$ cat src/rtl/pipe_ctrl_pkg.sv
// Shared types for the pipeline stall/flush sequencer: state encoding and counter widths.
// Used by pipe_stall_ctrl and pipe_sat_cnt (stats counters built only with PIPE_STALL_STATS_EN).
package pipe_ctrl_pkg;

  localparam int CNT_W  = 8;
  localparam int STAT_W = 16;

  typedef logic [CNT_W-1:0]  cnt_t;
  typedef logic [STAT_W-1:0] stat_t;

  typedef enum logic [2:0] {
    ST_RUN    = 3'd0,
    ST_LSTALL = 3'd1,
    ST_MDWAIT = 3'd2,
    ST_DRAIN  = 3'd3,
    ST_HALTED = 3'd4
  } state_e;

endpackage

$ cat src/rtl/pipe_sat_cnt.sv
// Saturating event counter with synchronous clear; holds at all-ones once full.
module pipe_sat_cnt
  import pipe_ctrl_pkg::*;
(
  input  logic  clk,
  input  logic  rst_n,
  input  logic  en,
  input  logic  clr,
  output stat_t count
);

  stat_t count_q, count_d;

  always_comb begin
    count_d = count_q;
    if (clr) begin
      count_d = '0;
    end else if (en && (count_q != '1)) begin
      count_d = count_q + 1'b1;
    end
  end

  always_ff @(posedge clk or negedge rst_n) begin
    if (!rst_n) count_q <= '0;
    else        count_q <= count_d;
  end

  assign count = count_q;

endmodule

$ cat src/rtl/pipe_stall_ctrl.sv
// Pipeline sequencer: single owner of PC/IF-ID enables, IF-ID flush, ID-EX bubble and EX hold.
// Optional stall/flush statistics ports are added when PIPE_STALL_STATS_EN is defined.
module pipe_stall_ctrl
  import pipe_ctrl_pkg::*;
#(
  parameter int LOAD_STALL = 1,
  parameter int MD_TIMEOUT = 32,
  parameter int DRAIN_CYC  = 3
) (
  input  logic        clk,
  input  logic        rst_n,
  input  logic        load_use,
  input  logic        branch_taken,
  input  logic        md_start,
  input  logic        md_done,
  input  logic        halt_req,
  output logic        pc_write,
  output logic        if_write,
  output logic        if_flush,
  output logic        id_bubble,
  output logic        ex_hold,
  output logic        halted,
  output logic        md_timeout,
  output logic [2:0]  state
`ifdef PIPE_STALL_STATS_EN
  ,
  output logic [STAT_W-1:0] stall_cnt,
  output logic [STAT_W-1:0] flush_cnt
`endif
);

  localparam cnt_t LS_RELOAD    = cnt_t'((LOAD_STALL > 1) ? (LOAD_STALL - 2) : 0);
  localparam cnt_t DRAIN_RELOAD = cnt_t'(DRAIN_CYC - 1);
  localparam cnt_t MD_LAST      = cnt_t'(MD_TIMEOUT - 1);

  state_e state_q, state_d;
  cnt_t   cnt_q, cnt_d;
  logic   md_to_q, md_to_d;

  // NOTE: every signal written here gets a default first, so no path can infer a latch.
  always_comb begin
    state_d   = state_q;
    cnt_d     = cnt_q;
    md_to_d   = md_to_q;
    pc_write  = 1'b0;
    if_write  = 1'b0;
    if_flush  = 1'b0;
    id_bubble = 1'b0;
    ex_hold   = 1'b0;
    halted    = 1'b0;

    case (state_q)
      ST_RUN: begin
        pc_write = 1'b1;
        if_write = 1'b1;
        if (halt_req) begin
          pc_write = 1'b0;
          if_write = 1'b0;
          if_flush = 1'b1;
          state_d  = ST_DRAIN;
          cnt_d    = DRAIN_RELOAD;
        end else if (md_start) begin
          pc_write = 1'b0;
          if_write = 1'b0;
          ex_hold  = 1'b1;
          state_d  = ST_MDWAIT;
          cnt_d    = '0;
        end else if (load_use) begin
          // A same-cycle branch is dropped; the hazard unit re-presents it after the stall.
          pc_write  = 1'b0;
          if_write  = 1'b0;
          id_bubble = 1'b1;
          if (LOAD_STALL > 1) begin
            state_d = ST_LSTALL;
            cnt_d   = LS_RELOAD;
          end
        end else if (branch_taken) begin
          if_flush = 1'b1;
        end
      end
      ST_LSTALL: begin
        id_bubble = 1'b1;
        if (cnt_q == '0) state_d = ST_RUN;
        else             cnt_d   = cnt_q - 1'b1;
      end
      ST_MDWAIT: begin
        if (md_done) begin
          state_d = ST_RUN;
        end else begin
          ex_hold = 1'b1;
          if (cnt_q == MD_LAST) begin
            md_to_d = 1'b1;
            state_d = ST_RUN;
          end else begin
            cnt_d = cnt_q + 1'b1;
          end
        end
      end
      ST_DRAIN: begin
        id_bubble = 1'b1;
        if (cnt_q == '0) state_d = ST_HALTED;
        else             cnt_d   = cnt_q - 1'b1;
      end
      ST_HALTED: begin
        halted    = 1'b1;
        id_bubble = 1'b1;
        if (!halt_req) state_d = ST_RUN;
      end
      default: begin
        id_bubble = 1'b1;
        state_d   = ST_RUN;
        cnt_d     = '0;
      end
    endcase

    // Reset overrides the decode so the pipe sees a bubble and no writes while rst_n is low.
    if (!rst_n) begin
      pc_write  = 1'b0;
      if_write  = 1'b0;
      if_flush  = 1'b0;
      id_bubble = 1'b1;
      ex_hold   = 1'b0;
      halted    = 1'b0;
    end
  end

  // NOTE: sequential state uses non-blocking assignments so all flops update together.
  always_ff @(posedge clk or negedge rst_n) begin
    if (!rst_n) begin
      state_q <= ST_RUN;
      cnt_q   <= '0;
      md_to_q <= 1'b0;
    end else begin
      state_q <= state_d;
      cnt_q   <= cnt_d;
      md_to_q <= md_to_d;
    end
  end

  assign md_timeout = md_to_q;
  assign state      = state_q;

`ifdef PIPE_STALL_STATS_EN
  pipe_sat_cnt u_stall_cnt (
    .clk   (clk),
    .rst_n (rst_n),
    .en    (!pc_write && (state_q != ST_HALTED)),
    .clr   (1'b0),
    .count (stall_cnt)
  );

  pipe_sat_cnt u_flush_cnt (
    .clk   (clk),
    .rst_n (rst_n),
    .en    (if_flush),
    .clr   (1'b0),
    .count (flush_cnt)
  );
`endif

endmodule

$ cat config.mk
export PLATFORM = sky130hd
export DESIGN_NAME = pipe_stall_ctrl
export DESIGN_NICKNAME = d
export VERILOG_FILES = /design/src/rtl/pipe_ctrl_pkg.sv /design/src/rtl/pipe_sat_cnt.sv /design/src/rtl/pipe_stall_ctrl.sv
export SDC_FILE = /design/constraint.sdc
export NUM_CORES = 1
export LEC_CHECK = 0
export ABC_CLOCK_PERIOD_IN_PS = 2900
export CORE_MARGIN = 1.5
export CORE_UTILIZATION = 55
export DETAILED_ROUTE_END_ITERATION = 8
export DONT_BUFFER_PORTS = 1
export PLACE_DENSITY_LB_ADDON = 0.15
export SYNTH_ARGS = -nofsm -noshare
export SYNTH_HDL_FRONTEND = slang
export SYNTH_SLANG_ARGS = --single-unit
$ cat constraint.sdc
create_clock -name clk -period 2.9 [get_ports clk]
set_clock_uncertainty 0.2 [all_clocks]
set_input_delay 0.435 -clock clk [delete_from_list [all_inputs] [get_ports clk]]
set_output_delay 0.435 -clock clk [all_outputs]
set_load 0.05 [all_outputs]
### Word-level counts from Yosys, hierarchy flattened

Index checks and enable logic that the tools add are counted.

| storage, ports and cells | value |
|---|---|
| register bits after elaboration | 12 |
| input port bits | 7 |
| word-level logic and storage cells | 63 |

| operators by class | value |
|---|---|
| $add $sub $neg | 2 |
| equality and inequality tests | 13 |
| mux-type cells | 37 |
| bitwise logic cells | 2 |
| reduce and logical (&&, ||, !) cells | 6 |

Operator list:

| cell | count |
|---|---|
| $mux 8 | 5 |
| $pmux 8 s4 | 1 |
| $mux 1 | 21 |
| $mux 3 | 7 |
| $pmux 3 s5 | 1 |
| $ne 2x2->1 const B | 6 |
| $reduce_and 5->1 | 2 |
| $add 8x1->8 const B | 1 |
| $eq 8x5->1 const B | 1 |
| $logic_not 8->1 | 1 |
| $sub 8x1->8 const B | 1 |
| $eq 3x2->1 const B | 2 |
| $ne 3x3->1 const B | 2 |
| $pmux 1 s2 | 2 |
| $eq 3x1->1 const B | 1 |
| $eq 3x3->1 const B | 1 |
| $logic_not 3->1 | 1 |
| $reduce_and 3->1 | 1 |
| $not 1->1 | 2 |
| $reduce_or 2->1 | 1 |

### Logic depth before layout (Yosys ltp)

Gate-level depths: netlist (run 1).

| depth | value |
|---|---|
| depth in word-level cells | 6 |
| gate-level depth with buffers | 9 |
| depth with buffers taken out | 8 |

### Worst setup path before layout (run 1)

OpenSTA, ideal clock, no wires.

| timing | value |
|---|---|
| kind | flip-flop to output port |
| from | register state_q[1], in the netlist state[1] |
| to | output pc_write |
| data arrival time | 2.665 ns |
| required time | 2.265 ns |
| path slack | -0.400 ns |
| stages on the path, launching flop included | 5 |
| path buffers | 2 |
| cell sequence | dfrtp_1 clkbuf_1 nor3_1 nor3b_1 buf_4 |

| between the ends | value |
|---|---|
| word-level cells in the longest chain between the ends | 3 |

RTL lines:

| element | RTL line | source |
|---|---|---|
| from (decl) | pipe_stall_ctrl.sv:36 | `state_e state_q, state_d;` |
| from (signal assigned) | pipe_stall_ctrl.sv:134 | `state_q <= state_d;` |
| $logic_not 3->1 | - |  |
| $mux 1 (2 in series) | - |  |
| to (decl) | pipe_stall_ctrl.sv:17 | `output logic pc_write,` |

No other way between the ends.

### Final worst setup path (run 1)

| timing | value |
|---|---|
| from | register state_q[2], in the netlist state[2] |
| to | register cnt_q[7] |

| between the ends | value |
|---|---|
| word-level cells in the longest chain between the ends | 4 |
| elaborated cells between the ends (all ways) | 13 |
| those cells by class | eq/ne: 8; mux: 1; bitwise: 1; reduce/logical: 3 |

RTL lines:

| element | RTL line | source |
|---|---|---|
| $eq 3x2->1 / $eq 3x1->1 (equally long branches) | pipe_stall_ctrl.sv:52 | `case (state_q)` |
| $reduce_or 2->1 (no line) | - |  |
| $ne 2x2->1 (no line) | - |  |
| $reduce_and 5->1 (no line) | - |  |
| to (signal assigned) | pipe_stall_ctrl.sv:135 | `cnt_q <= cnt_d;` |
| to (decl) | pipe_stall_ctrl.sv:37 | `cnt_t cnt_q, cnt_d;` |

Parallel ways exist; a longest one is shown, timed or not.
A chain may end at the register's enable or synchronous reset.

==> results.txt, run 1 <==
The horizontal die dimension came out at 44.61 µm. After detailed routing, the number of remaining DRC violations is 2. The post-route clock period utilization came out at 90.29%. The highest fanout seen on the critical path came out at 10. The worst register-to-register path ends at cnt_q[7]$_DFFE_PN0P_. The final max-slew violation count came out at 0. CTS saw 12 sinks. The sum of routed wire length over all layers is 2083 µm. Yosys instantiated no cell more often than dfrtp_1. The relative slew slack is 60.81%.

Measured in cells, the most critical reg-to-reg path has a length of 8. The worst setup path category is reg2reg. In this run the critical register-to-register path is launched from state[2]$_DFFE_PN0P_. The number of global-route vias before repair is 784. The number of nets at the end of the flow came out at 134.

The post-route worst setup slack came out at approximately 0.28 ns. The checks that failed: DRC. The run finished, with violations left. The per-cell via count in the routed design came out at 6.448. STA puts the critical path data arrival time at 2.63 ns. The pin count of the biggest net entering global routing came out at 13.

The min-delay analysis places its worst path in the category in2reg. In this run the number of H-tree levels came out at 1. The number of filler instances in the final layout came out at 136. The area growth from synthesis to layout is 12.48%.

The number of design-rule violations left by the first detailed-router iteration is 42. Tracing the worst setup path back leads to its startpoint at state[2]$_DFFE_PN0P_. The cell accounting for the most synthesized area is dfrtp_1. The fraction of registers with async set/reset came out at 100.0%. From bottom edge to top edge, the die measures 44.61 µm.

After global routing the overflow that remains totals 0. The register-to-register path setup slack came out at 0.28 ns. Setup repair after global routing left no endpoint under its margin. The cell area after synthesis is 952.2 µm².

For this block, the via count after detailed routing is 864. The die area came out at 1990 µm². The half-perimeter wire length of the detailed placement result came out at 1544 µm. The required time at the worst-slack endpoint is slightly below 3 ns. The fmax came out at 0.3819 GHz. The number of synthesis warnings is 0.

Routability-driven placement finished with a final weighted congestion of 0.8669. By area the synthesized netlist is led by dfrtp_1 32%, ha_1 9.2%, a21oi_1 5.8%, nand2_1 3.9%, nor2_1 3.9%. The post-detailed-placement cell area came out at 1025 µm². The buffer cell driving the clock tree root is clkbuf_4.

The top-level port count is 17. The number of antenna violations at the first check in global routing came out at 0. The deepest clock path buffer count came out at 2. The power per cell area is approximately 1400 nW/µm².

The number of max-cap violations is 0. STA classifies the critical path startpoint as a flip-flop. The clock insertion delay at the later pin of the skew report is 0.28 ns. The starting density of the core came out at 61.08%. The smallest clock period supported by the final layout is computed as about 2.6 ns. The area of all placed cells without fillers is 1071 µm².

The number of hold violations in the final report is 0. The post-synthesis register bit count is 12. The most critical setup path has its endpoint at cnt_q[7]$_DFFE_PN0P_.

Summed over all failing endpoints, the final setup total negative slack is 0 ns. Synthesis handed over a netlist of 109 instances. Cells with a size suffix above 1 make up about 16% of the layout. The mean area per synthesized cell came out at 8.735 µm². The first-pass GRT wire length is 3477 µm. The worst setup path is captured at a flip-flop. The number of nets with antenna violations after routing came out at 0. TritonCTS built the clock tree. The slew at the pin with the worst max-slew slack came out at 0.5860 ns. Global routing used between 20% and 30% of the available tracks. The number of unique standard cell types used by synthesis came out at 38.

The routed length per instance came out at roughly 16 µm. The commonest cells after synthesis are 12 x dfrtp_1, 11 x a21oi_1, 10 x nand2_1, 10 x nor2_1, 7 x ha_1. The post-synthesis net count is 124. Among all flip-flop cells after synthesis, the most frequent one is dfrtp_1. Setup violations remaining at the end of the flow were counted as 0.

Timing analysis after detailed placement gives a worst setup slack of 0.3119 ns. The number of gates resized after CTS is 0. The number of enable-type register cells in the synthesized netlist came out at 0. The share of the synthesized area in the top cell type came out at 31.54%. The first detailed-routing pass ran for 6 iterations.

Summing the sequential cell areas from Yosys gives about a third of the chip area. In this run the static leakage power is 0.5000 nW. The post-CTS setup buffer count came out at 0. The number of rows in the core area is 14. The count of buffers from port buffering is 0. The number of antenna cells inserted is 0. The clock slew at the register clock pins of the worst setup and hold paths came out at 0.08 ns. The floorplan core area came out at 1559 µm². The TritonCTS buffer count is 3. The peak supply drop came out at roughly 700 µV.
-- repair_timing --
action / in CTS / in global routing
endpoints found under the hold margin: 12 / 0
endpoints found under the setup margin: 0 / 0
hold buffers: 1 / 0
-- state kept, by name (all words and copies together), names as in the netlist --
signal      flops
state           3
cnt_q           8
md_timeout      1
-- worst min path at each step --
| stage | start | endpoint | slack, ns | cells after the start |
|---|---|---|---|---|
| 2_1_floorplan | rst_n | cnt_q[0]$_DFFE_PN0P_ | -0.06 | 0 |
| 3_3_place_gp | rst_n | cnt_q[6]$_DFFE_PN0P_ | -0.06 | 0 |
| 3_5_place_dp | rst_n | cnt_q[6]$_DFFE_PN0P_ | -0.06 | 0 |
| 4_1_cts | halt_req | state[0]$_DFFE_PN0P_ | 0.12 | 2 |
| 5_1_grt | halt_req | state[0]$_DFFE_PN0P_ | 0.13 | 2 |
| 6_report | halt_req | state[0]$_DFFE_PN0P_ | 0.12 | 2 |
-- logic make-up after synthesis --
family,share of synthesized area [%]
multiplexers,3.285
adder cells (fa/ha/maj),11.30
XOR/XNOR,4.600
flip-flops,31.54
buffers and inverters,3.942
AO/OA/AOI/OAI,26.81
AND/OR/NAND/NOR,18.53
-- power by group --
| group | internal [mW] | switching (mW) |
|---|---|---|
| Combinational | 0.413 | 0.594 |
| Sequential | 0.240 | 0.0970 |
| Clock | 0.0764 | 0.0586 |
| Total | 0.730 | 0.749 |
-- worst max-delay path: stages (launching register included) --
cell and delay [ns]:
dfrtp_1 0.38, nand2b_1 0.21, inv_1 0.30, ha_1 0.35
o211ai_1 0.26, o211ai_1 0.14, o2bb2ai_1 0.15, or4_1 0.46
o21ai_1 0.09
-- metal layers --
metal | vias to the layer above | global-route usage, % | share of wire [%] | wire length [µm]
met2 | 22 | 35.36 | 46 | 963
met4 | 0 | 9.697 | 1.6 | 33
li1 | 425 | - | - | -
met1 | 413 | 34.53 | 47 | 970
met5 | - | 0 | 0 | 0
met3 | 4 | 6.531 | 5.5 | 115
-- cell usage in the layout (no fill, tap or decap), types with 3 or more instances in the layout --
| cell | count |
|---|---|
| dfrtp_1 | 12 |
| inv_1 | 3 |
| clkbuf_4 | 3 |
| o21ai_0 | 4 |
| xnor2_1 | 3 |
| ha_1 | 7 |
| nor2_1 | 10 |
| buf_4 | 9 |
| o211ai_1 | 3 |
| a21oi_1 | 11 |
| o31ai_1 | 4 |
| a21o_1 | 4 |
| nor3_1 | 6 |
| nand2_1 | 10 |
-- through the flow --
stage          std cells  utilization, %  hold slack, ns  power, mW
6_report             134           68.70          0.1182      1.479
3_3_place_gp         129           65.73        -0.06028      1.306
4_1_cts              134           68.70          0.1159      1.476
5_1_grt              134           68.70          0.1290      1.607
3_5_place_dp         129           65.73        -0.06029      1.328
2_1_floorplan        109               -        -0.06059      1.120
-- area by class of cell --
cell class              instances  area, µm²  area share, %
clock buffers                   4      36.28          3.388
inverters                       3      11.26          1.051
multi-input cells              89      625.6          58.41
flip-flops and latches         12      300.3          28.04
well taps                      16      20.02          1.869
repair buffers                 10      77.57          7.243
Power figures use the tool's default switching activity.
==> run 2, diff against run 1 <==
- ABC_AREA: not set -> 1
==> run 2 against run 1 <==
Compared with the run above: the flow now finishes without violations; worst hold slack improved by 0.0092 ns; core utilization decreased by 3.2 points; setup slack better by 0.14 ns; critical path depth decreased by 3; final cell count up 51%.
==> results.txt, run 2 <==
Result of the run: finished, final reports clean (was complete, but fails checks). The post-synthesis net count is 185 (was 124). The count of clock tree sinks came out at 12 (unchanged). The post-CTS setup buffer count is 0 (unchanged). The number of unique standard cell types used by synthesis was 24 (was 38). The cell area after synthesis came out at 1069 µm² (was 952.2 µm²). The detailed-router iteration count before antenna repair is 6 (unchanged). The path class of the lowest-slack min-delay path was in2reg (unchanged).

The TritonCTS clock tree was built (unchanged). The fraction of final layout cells with drive strength greater than 1 came out at 10.67% (was 16.10%). The floorplan core area is 1783 µm² (was 1559 µm²). The number of max-cap violations was 0 (unchanged).

The number of placed instances with taps included came out at 198 (was 129). The number of rows in the core area came to 15 (was 14). The post-synthesis register bit count was 12 (unchanged). Leading post-synthesis cells by instance count: 60 x nand2_1, 25 x inv_1, 19 x nand3_1, 16 x nor2_1, 12 x dfrtp_1 (was 12 x dfrtp_1, 11 x a21oi_1, 10 x nand2_1, 10 x nor2_1, 7 x ha_1). The post-synthesis sequential area ratio is 28.10% (was 31.54%). The TritonCTS buffer count is 3 (unchanged).

The number of levels the H-tree was split into came out at 1 (unchanged). The relative slew slack came out at 58.21% (was 60.81%). The most used standard cell by instance count after synthesis was nand2_1 (was dfrtp_1).

The number of filler instances in the final layout came out at 169 (was 136). The fmax is 0.4043 GHz (was 0.3819 GHz). The dominant register cell in the synthesized netlist is dfrtp_1 (unchanged). The final max-slew violation count is 0 (unchanged). The fraction of registers with async set/reset is 100.0% (unchanged). The post-route clock period utilization came out at 85.30% (was 90.29%). Top cells by area in the synthesized netlist: dfrtp_1 28%, nand2_1 21%, nand3_1 8.9%, inv_1 8.8%, ha_1 8.2% (was dfrtp_1 32%, ha_1 9.2%, a21oi_1 5.8%, nand2_1 3.9%, nor2_1 3.9%). The number of antenna violations at the first check in global routing was 0 (unchanged). The total of endpoints with negative setup slack in the final report is 0 (unchanged). The number of cells produced by synthesis came to 170 (was 109). The sum of routed wire length over all layers is 2455 µm (was 2083 µm).

The routed length per instance came out at 12.09 µm (was 15.54 µm). The number of gates resized after CTS is 0 (unchanged). The number of synthesis warnings was 0 (unchanged). The final critical-path required period is 2.474 ns (was 2.618 ns).

The endpoint arrival time on the critical path is 1.84 ns (was 2.63 ns). The number of hold violations in the final report is 0 (unchanged). The register containing the most flip-flops in the final layout is cnt_q (unchanged). The final weighted congestion in routability-driven placement is 0.9555 (was 0.8669). The die span in y is 47.08 µm (was 44.61 µm).

The quantity of hold-fixing buffers added after cts came out at 1 (unchanged). The number of design rule violations left after detail routing is 0 (was 2). The number of global-route vias before repair is 929 (was 784). The flip-flop count of the largest register, all copies and words added came out at 8 (unchanged). The number of antenna cells inserted came out at 0 (unchanged). The mean area per synthesized cell came out at 6.285 µm² (was 8.735 µm²). The highest fanout seen on the critical path came to 6 (was 10). The per-cell via count in the routed design came to 5.404 (was 6.448).

The starting density of the core is 59.93% (was 61.08%). The setup TNS is 0 ns (unchanged). The horizontal die dimension came out at 47.08 µm (was 44.61 µm). The clock insertion delay at the later pin of the skew report came out at 0.27 ns (was 0.28 ns). The slew at the pin with the worst max-slew slack is 0.6269 ns (was 0.5860 ns). The half-perimeter wire length of the detailed placement result came to 1922 µm (was 1544 µm). The top-level port count is 17 (unchanged).

Commonest cells after routing, fill and taps aside: 60 x nand2_1, 25 x inv_1, 19 x nand3_1, 15 x nor2_1, 12 x dfrtp_1 (was 12 x dfrtp_1, 11 x a21oi_1, 10 x nor2_1, 10 x nand2_1, 9 x buf_4). The endpoint class of the critical path was a primary output (was flip-flop). The worst setup path category was reg2out (was reg2reg). The number of nets at the end of the flow is 194 (was 134). The first-pass GRT wire length came out at 3960 µm (was 3477 µm). The number of standard cells in the final layout excluding fillers came out at 203 (was 134).

The buffer cell driving the clock tree root is clkbuf_4 (unchanged). The die area is 2216 µm² (was 1990 µm²). The count of buffers from port buffering is 0 (unchanged).

The pin count of the biggest net entering global routing is 14 (was 13). The number of vias after detailed routing is 1097 (was 864). Unrepaired setup endpoints after global routing: no (unchanged). The number of enable-type register cells in the synthesized netlist came to 0 (unchanged). The number of design-rule violations left by the first detailed-router iteration came out at 40 (was 42). The sort of element at the start of the critical path is a flip-flop (unchanged). The share of the synthesized area in the top cell type is 28.10% (was 31.54%). The register-to-register path setup slack is 0.59 ns (was 0.28 ns). The cell accounting for the most synthesized area is dfrtp_1 (unchanged). The clock slew at the register clock pins of the worst setup and hold paths is 0.08 ns (about the same). The number of nets with antenna violations after routing came out at 0 (unchanged).

The synthesis-to-layout area growth is 9.251% (was 12.48%). The all-layer global routing usage is 25.34% (was 24.47%). The most frequent standard cell in the layout excluding fill and tap cells was nand2_1 (was dfrtp_1).

The deepest clock path buffer count is 2 (unchanged). The total grt overflow is 0 (unchanged). The required time at the worst-slack endpoint came out at 2.27 ns (was 2.91 ns).
==> run 2: cell types whose count changed in the layout (fill, tap and decap cells not counted), sizes merged, moves of 5 or more <==
cell,previous run,this run
nand3,2,20
nor2,10,18
nand2,10,61
inv,3,27
nor3,7,2
a21oi,11,3
==> run 2: kinds of logic (layout without fill, tap and decap cells) <==
group / Yosys count / in the layout / share of synthesized area, %
adders and majority gates: 8 / 8 / 10.07
AOI/OAI and AO/OA: 16 / 16 / 9.017
DFF: 12 / 12 / 28.10
buffers and inverters: 29 / 37 / 11.24
and+or+nand+nor: 105 / 105 / 41.57
==> run 2: final cells by class <==
cell class                 instances  area (µm²)  share of cell area, %
multi-input combinational        129       650.6                  55.73
sequential                        12       300.3                  25.72
inverter                          27       101.3                  8.682
timing repair buffer               6       47.55                  4.073
clock buffer                       4       36.28                  3.108
tap                               25       31.28                  2.680
==> run 2: worst max-delay path, cell delays in order, from the launching register on <==
cell,delay (ns)
dfrtp_1,0.75
inv_1,0.17
nor2_2,0.20
nand2_1,0.09
a21oi_1,0.15
buf_4,0.21
==> run 2: stage by stage <==
step | area, µm² | hold slack, ns | utilization (%) | setup slack (ns)
5_1_grt | 1167 | 0.1367 | 65.47 | 0.2506
2_1_floorplan | 1069 | -0.06059 | - | 0.1201
3_3_place_gp | 1121 | -0.06034 | 62.88 | 0.6617
6_report | 1167 | 0.1274 | 65.47 | 0.4263
3_5_place_dp | 1121 | -0.06029 | 62.88 | 0.6055
4_1_cts | 1167 | 0.1328 | 65.47 | 0.4290
==> run 2: final timing paths <==
kind,from,end,depth (start not counted)
hold reg to reg,cnt_q[6]$_DFFE_PN0P_,cnt_q[6]$_DFFE_PN0P_,2
min in group asynchronous,rst_n,cnt_q[6]$_DFFE_PN0P_,1
setup reg to reg,state[0]$_DFFE_PN0P_,cnt_q[7]$_DFFE_PN0P_,11
setup / recovery,state[1]$_DFFE_PN0P_,ex_hold,5
hold / removal,halt_req,state[0]$_DFFE_PN0P_,2
max in group asynchronous,rst_n,cnt_q[2]$_DFFE_PN0P_,1
==> run 2: layer usage <==
metal / routed length, µm / GRT usage [%] / share of wire [%]
met1: 1116 / 34.36 / 45
met4: 61 / 6.667 / 2.5
met3: 172 / 4.231 / 7.0
met2: 1105 / 41.92 / 45
met5: 0 / 0 / 0
Power of run 2 is left out: the tool's default activity adds up to more than one toggle a clock period on the data nets, which glitch-free logic cannot reach.
